### src/rtl/div_unit.sv
// -----------------------------------------------------------------------------
// div_unit : iterative RV32M divide / remainder unit (execute stage)
//
// Radix-2 restoring divider that produces one quotient bit per clock. The
// result is handed to the register bank as a write-back triple.
//
// Ports
//   clk      in   rising-edge clock
//   rst_n    in   asynchronous active-low reset
//   start    in   request pulse, sampled only while idle
//   funct3   in   100 DIV, 101 DIVU, 110 REM, 111 REMU, others act as DIVU
//   DataA    in   dividend
//   DataB    in   divisor
//   AddrDIn  in   destination register of the request
//   kill     in   synchronous abort (pipeline flush)
//   busy     out  unit occupied, upstream must hold its request
//   AddrD    out  write-back address
//   DataD    out  write-back data
//   RegWEn   out  one-cycle write enable (suppressed for x0)
//   done     out  one-cycle completion pulse
//
// Optional build macro
//   DIV_EARLY_OUT_EN : divide-by-zero and signed-overflow requests skip the
//                      iteration phase and complete 2 edges after acceptance.
//                      Without it every request completes 34 edges after
//                      acceptance.
// -----------------------------------------------------------------------------
module div_unit #(
  parameter int WIDTH_ADDR_LENGTH = 5,
  parameter int WIDTH_DATA_LENGTH = 32
) (
  input  logic                         clk,
  input  logic                         rst_n,
  input  logic                         start,
  input  logic [2:0]                   funct3,
  input  logic [WIDTH_DATA_LENGTH-1:0] DataA,
  input  logic [WIDTH_DATA_LENGTH-1:0] DataB,
  input  logic [WIDTH_ADDR_LENGTH-1:0] AddrDIn,
  input  logic                         kill,
  output logic                         busy,
  output logic [WIDTH_ADDR_LENGTH-1:0] AddrD,
  output logic [WIDTH_DATA_LENGTH-1:0] DataD,
  output logic                         RegWEn,
  output logic                         done
);

  localparam int W = WIDTH_DATA_LENGTH;
  localparam int A = WIDTH_ADDR_LENGTH;

  typedef enum logic [1:0] {IDLE, CALC, FIX, DONE} state_t;

  state_t         state_q, state_d;
  logic [5:0]     cnt_q;
  logic [W-1:0]   q_q, rem_q, div_q;
  logic [A-1:0]   addr_q, addrd_q;
  logic [W-1:0]   datad_q;
  logic           is_rem_q, qneg_q, rneg_q, special_q;
  logic           busy_q, wen_q, done_q;

  // Two's complement negate when neg is set; 0x80000000 maps to itself and is
  // then read as an unsigned magnitude.
  function automatic logic [W-1:0] cond_neg(input logic [W-1:0] v, input logic neg);
    return neg ? (~v + {{(W-1){1'b0}}, 1'b1}) : v;
  endfunction

  // Request decode
  logic         accept, sgn_op, rem_op, a_neg, b_neg, dz, ovf, special_in;
  logic [W-1:0] a_abs, b_abs;

  assign accept     = (state_q == IDLE) && !busy_q && start && !kill;
  assign sgn_op     = (funct3 == 3'b100) || (funct3 == 3'b110);
  assign rem_op     = (funct3 == 3'b110) || (funct3 == 3'b111);
  assign a_neg      = sgn_op && DataA[W-1];
  assign b_neg      = sgn_op && DataB[W-1];
  assign a_abs      = cond_neg(DataA, a_neg);
  assign b_abs      = cond_neg(DataB, b_neg);
  assign dz         = (DataB == '0);
  assign ovf        = sgn_op && (DataA == {1'b1, {(W-1){1'b0}}}) && (DataB == '1);
  assign special_in = dz || ovf;

  // Iteration step: the shifted partial remainder is one bit wider than the
  // operands so the compare never wraps.
  logic [W:0]   shifted;
  logic [W-1:0] diff;
  logic         ge;

  assign shifted = {rem_q, q_q[W-1]};
  assign ge      = (shifted >= {1'b0, div_q});
  assign diff    = shifted[W-1:0] - div_q;

  // Sign correction and result select
  logic [W-1:0] result;
  assign result = is_rem_q ? cond_neg(rem_q, rneg_q) : cond_neg(q_q, qneg_q);

  always_comb begin
    state_d = state_q;
    unique case (state_q)
      IDLE: if (accept) begin
`ifdef DIV_EARLY_OUT_EN
        state_d = special_in ? FIX : CALC;
`else
        state_d = CALC;
`endif
      end
      CALC: begin
        if (kill)                state_d = IDLE;
        else if (cnt_q == 6'd31) state_d = FIX;
      end
      FIX:  state_d = kill ? IDLE : DONE;
      DONE: state_d = IDLE;
      default: state_d = IDLE;
    endcase
  end

  always_ff @(posedge clk or negedge rst_n) begin
    if (!rst_n) begin
      state_q   <= IDLE;
      cnt_q     <= '0;
      q_q       <= '0;
      rem_q     <= '0;
      div_q     <= '0;
      addr_q    <= '0;
      addrd_q   <= '0;
      datad_q   <= '0;
      is_rem_q  <= 1'b0;
      qneg_q    <= 1'b0;
      rneg_q    <= 1'b0;
      special_q <= 1'b0;
      busy_q    <= 1'b0;
      wen_q     <= 1'b0;
      done_q    <= 1'b0;
    end else begin
      state_q <= state_d;
      // Outputs trail the state by one cycle; busy stays up through the
      // completion cycle so a new request lands only after it.
      busy_q  <= (state_d != IDLE) || (state_q == DONE);
      done_q  <= (state_q == DONE);
      wen_q   <= (state_q == DONE) && (addrd_q != '0);

      if (accept) begin
        cnt_q     <= '0;
        addr_q    <= AddrDIn;
        is_rem_q  <= rem_op;
        special_q <= special_in;
        // Special cases preload their final answers with no sign fix-up and
        // the iteration holds them untouched.
        if (dz) begin
          q_q    <= '1;
          rem_q  <= DataA;
          qneg_q <= 1'b0;
          rneg_q <= 1'b0;
        end else if (ovf) begin
          q_q    <= {1'b1, {(W-1){1'b0}}};
          rem_q  <= '0;
          qneg_q <= 1'b0;
          rneg_q <= 1'b0;
        end else begin
          q_q    <= a_abs;
          rem_q  <= '0;
          div_q  <= b_abs;
          qneg_q <= a_neg ^ b_neg;
          rneg_q <= a_neg;
        end
      end

      if (state_q == CALC) begin
        cnt_q <= cnt_q + 6'd1;
        if (!special_q) begin
          q_q   <= {q_q[W-2:0], ge};
          rem_q <= ge ? diff : shifted[W-1:0];
        end
      end

      if ((state_q == FIX) && !kill) begin
        datad_q <= result;
        addrd_q <= addr_q;
      end
    end
  end

  assign busy   = busy_q;
  assign AddrD  = addrd_q;
  assign DataD  = datad_q;
  assign RegWEn = wen_q;
  assign done   = done_q;

endmodule
### config.mk
export PLATFORM = sky130hd
export DESIGN_NAME = div_unit
export DESIGN_NICKNAME = d
export VERILOG_FILES = /design/src/rtl/div_unit.sv
export SDC_FILE = /design/constraint.sdc
export NUM_CORES = 1
export LEC_CHECK = 0
export ABC_CLOCK_PERIOD_IN_PS = 3600
export BUFFER_PORTS_ARGS = -buffer_cell sky130_fd_sc_hd__buf_2
export CAP_MARGIN = 20
export CELL_PAD_IN_SITES_DETAIL_PLACEMENT = 0
export CELL_PAD_IN_SITES_GLOBAL_PLACEMENT = 1
export CORE_MARGIN = 2
export CORE_UTILIZATION = 46
export CTS_BUF_LIST = sky130_fd_sc_hd__clkbuf_8
export CTS_CLUSTER_DIAMETER = 30
export DETAILED_ROUTE_END_ITERATION = 8
export GPL_TIMING_DRIVEN = 1
export PLACE_DENSITY_LB_ADDON = 0.1
export SYNTH_ARGS = -nofsm -noshare
export SYNTH_HDL_FRONTEND = slang
export SYNTH_SLANG_ARGS = --single-unit
export TNS_END_PERCENT = 30
### constraint.sdc
create_clock -name clk -period 3.6 [get_ports clk]
set_input_delay 0.36 -clock clk [delete_from_list [all_inputs] [get_ports clk]]
set_output_delay 0.36 -clock clk [all_outputs]
set_load 0.05 [all_outputs]
==> reports/results.ini <==
[status]
outcome=finished clean

[finish]
stdcell_area_um2=12800
diodes=0
final_cells=1847
regArea_um2=3830
layout-drive-gt1-share=0.139
syn_to_final_growth_pct=12.7
multi_input_area_um2=7030
nets=1625
fillCellCount=2422

[place]
io_buffer_count=115
routabilityCongestion=0.930
dpl.hpwl_um=26000
postPlaceCellArea_um2=12400
dp.cells=1814

[min_path]
whs_path_depth=3
min_to=addr_q[0]
hp-start=AddrDIn[0]
hold_path.class=in -> reg

[critical_path]
max_stage_delay_ns=0.54
required_ns=3.94
crit-reg2reg-capture=DataD[29]
slowest_stage=or4_4
crit_cells=9
reg2reg_from=q_q[9]
crit_arrival_ns=3.69
path_cells=or4_4, or3_1, or3_1, or4_4, or3_4, o41ai_4, xor2_1, nor3_1, a211o_1
cp-end-kind=flip-flop
crit_fanout=5
path_buf_inv=0
regToRegSetupSlack_ns=0.25
r2r_cells=9
critical_path_class=reg -> reg
start_kind=flip-flop
cp_top_family=simple AND/OR/NAND/NOR gates

[synthesis]
yosys_warnings=0
yosys-top-cells-count=nand2_1 (205), dfrtp_1 (153), o21ai_0 (124)
synth.ff_latch_count=153
synth_top_area_cell=dfrtp_1
yosysMostFrequentCell=nand2_1
synthFlopType=dfrtp_1
netlist_area_um2=11400
ys_types=61
synth-edff-count=0
syn_inst=1422
ys_seq_area_frac=0.337
avgSynthCellArea_um2=8.00
async_flop_share=1.00
synth_nets=1537
synthTopCellsByArea=dfrtp_1 (34%), nand2_1 (6.8%), xnor2_1 (6.0%), o21ai_0 (5.5%), xor2_1 (5.3%)
yosysTopAreaCellShare=0.337

[floorplan]
dieArea_um2=26000
rows=57
ioPinCount=116
die_y_um=161
fp.dieW_um=161
fp.coreArea_um2=24300
initial_core_util=0.468

[drt]
wl_per_cell_um=18.2
routed_wl_um=33600
drt_pass1_iterations=5
drtAntennaViolNets=0
avgViaCountPerCell=5.70
dr.first_iter.drc_count=765
drc=0
vias=10535

[cts]
clk_pin_slew_worst_paths_ns=0.09
cts_hold_buf=1
cts_tree=yes
post_cts_buffers=0
htreeDepth=4
clkSinkCount=153
cts_buffers=17
root_buffer=clkbuf_8
insertion_delay_ns=0.46
cts_resized=0
cts_buffer_depth=2

[sta]
rsz0062_at_grt=no
slew_headroom=0.290
slew_viol_final=0
setup_viol=0
max_freq_ghz=0.298
worst-slew-pin-transition_ns=1.06
finalHoldViolCount=0
post-route-period-util=0.932
skew_ns=0.0157
period_minus_slack_ns=3.35
fin_setup_tns_ns=0

[global_route]
grt_max_degree=80
antenna_found_initial=0
grt.overflow.total=0
grt_pass1_vias=9720
grt_pass1_wl_um=53800
track_usage=0.262

[power_and_ir_drop]
power_mw=10.1
vdd_drop_max_mv=0.472
p_leak_nw=5.59
power.density_nw_per_um2=791

[run]
cap_violations=0

cell usage in the layout (no fill, tap or decap), types with 11 or more instances in the layout:
cell,count
dfrtp_1,153
o31ai_1,37
o41ai_1,11
nand2b_1,12
or4_1,12
xor2_1,69
a221oi_1,31
buf_2,114
a21oi_1,117
nand2_1,204
a31oi_1,17
o21ai_0,124
nor4_1,21
nor3_1,21
nand4_1,18
nand3_1,33
a211oi_1,27
inv_1,53
a21o_1,12
buf_4,39
and3_1,25
mux2i_1,16
ha_1,38
or3_1,12
xnor2_1,78
clkbuf_8,19
nor2_1,92
tightest hold or removal path: cells and delay by family:
kind          cells  cell delay, ns
simple gates      2            0.09
buf+inv           1            0.08
stage by stage:
stage,hold WS [ns],worst slack [ns],util
2_1_floorplan,0.0644,0.346,-
3_3_place_gp,0.385,0.278,0.510
3_5_place_dp,0.379,0.258,0.510
4_1_cts,0.0826,0.243,0.527
5_1_grt,0.0855,0.0823,0.527
6_report,0.105,0.247,0.527
final cells by class:
type	count	area share
Multi-Input combinational cell	1128	0.549
Tap cell	324	0.0316
Clock inverter	13	0.0111
Timing Repair Buffer	158	0.0737
Clock buffer	19	0.0204
Inverter	52	0.0152
Sequential cell	153	0.299
state kept, by name (all words and copies together) (netlist names):
name       flops
qneg_q         1
cnt_q          6
busy           1
rem_q         32
state_q        2
q_q           32
special_q      1
done           1
RegWEn         1
addr_q         5
rneg_q         1
DataD         32
AddrD          5
div_q         32
is_rem_q       1
per-layer routing:
layer / vias to the layer above / share of wire / routed length [um] / track usage
met4: 0 / 0.015 / 498 / 0.0621
li1: 5306 / - / - / -
met3: 29 / 0.043 / 1440 / 0.0234
met1: 4947 / 0.48 / 16200 / 0.377
met2: 253 / 0.46 / 15400 / 0.428
met5: - / 0 / 0 / 0
where the power goes:
part / switching [mW] / leakage [nW] / total [mW] / internal, mW
Combinational: 3.40 / 3.53 / 5.74 / 2.34
Sequential: 0.767 / 1.86 / 3.03 / 2.26
Clock: 0.705 / 0.197 / 1.36 / 0.659
Total: 4.87 / 5.59 / 10.1 / 5.27
worst max-delay path by stage:
stage / from / to / slack, ns
after global routing: q_q[10] / DataD[30] / 0.08
after global placement: q_q[10] / DataD[29] / 0.28
after floorplan: rem_q[13] / rem_q[17] / 0.35
final: q_q[9] / DataD[29] / 0.25
after detailed placement: q_q[10] / DataD[29] / 0.26
after CTS: q_q[10] / DataD[29] / 0.24
logic make-up (layout without fill, tap and decap cells):
group | count (synthesis) | in the layout | synth area share
and+or+nand+nor | 491 | 491 | 0.202
xor gates and xnor gates | 147 | 147 | 0.113
adders and majority gates | 39 | 39 | 0.0436
DFF | 153 | 153 | 0.337
AOI/OAI and AO/OA | 435 | 435 | 0.243
muxes | 16 | 16 | 0.0141
buffers and inverters | 141 | 242 | 0.0473
Power figures use the tool's default switching activity.
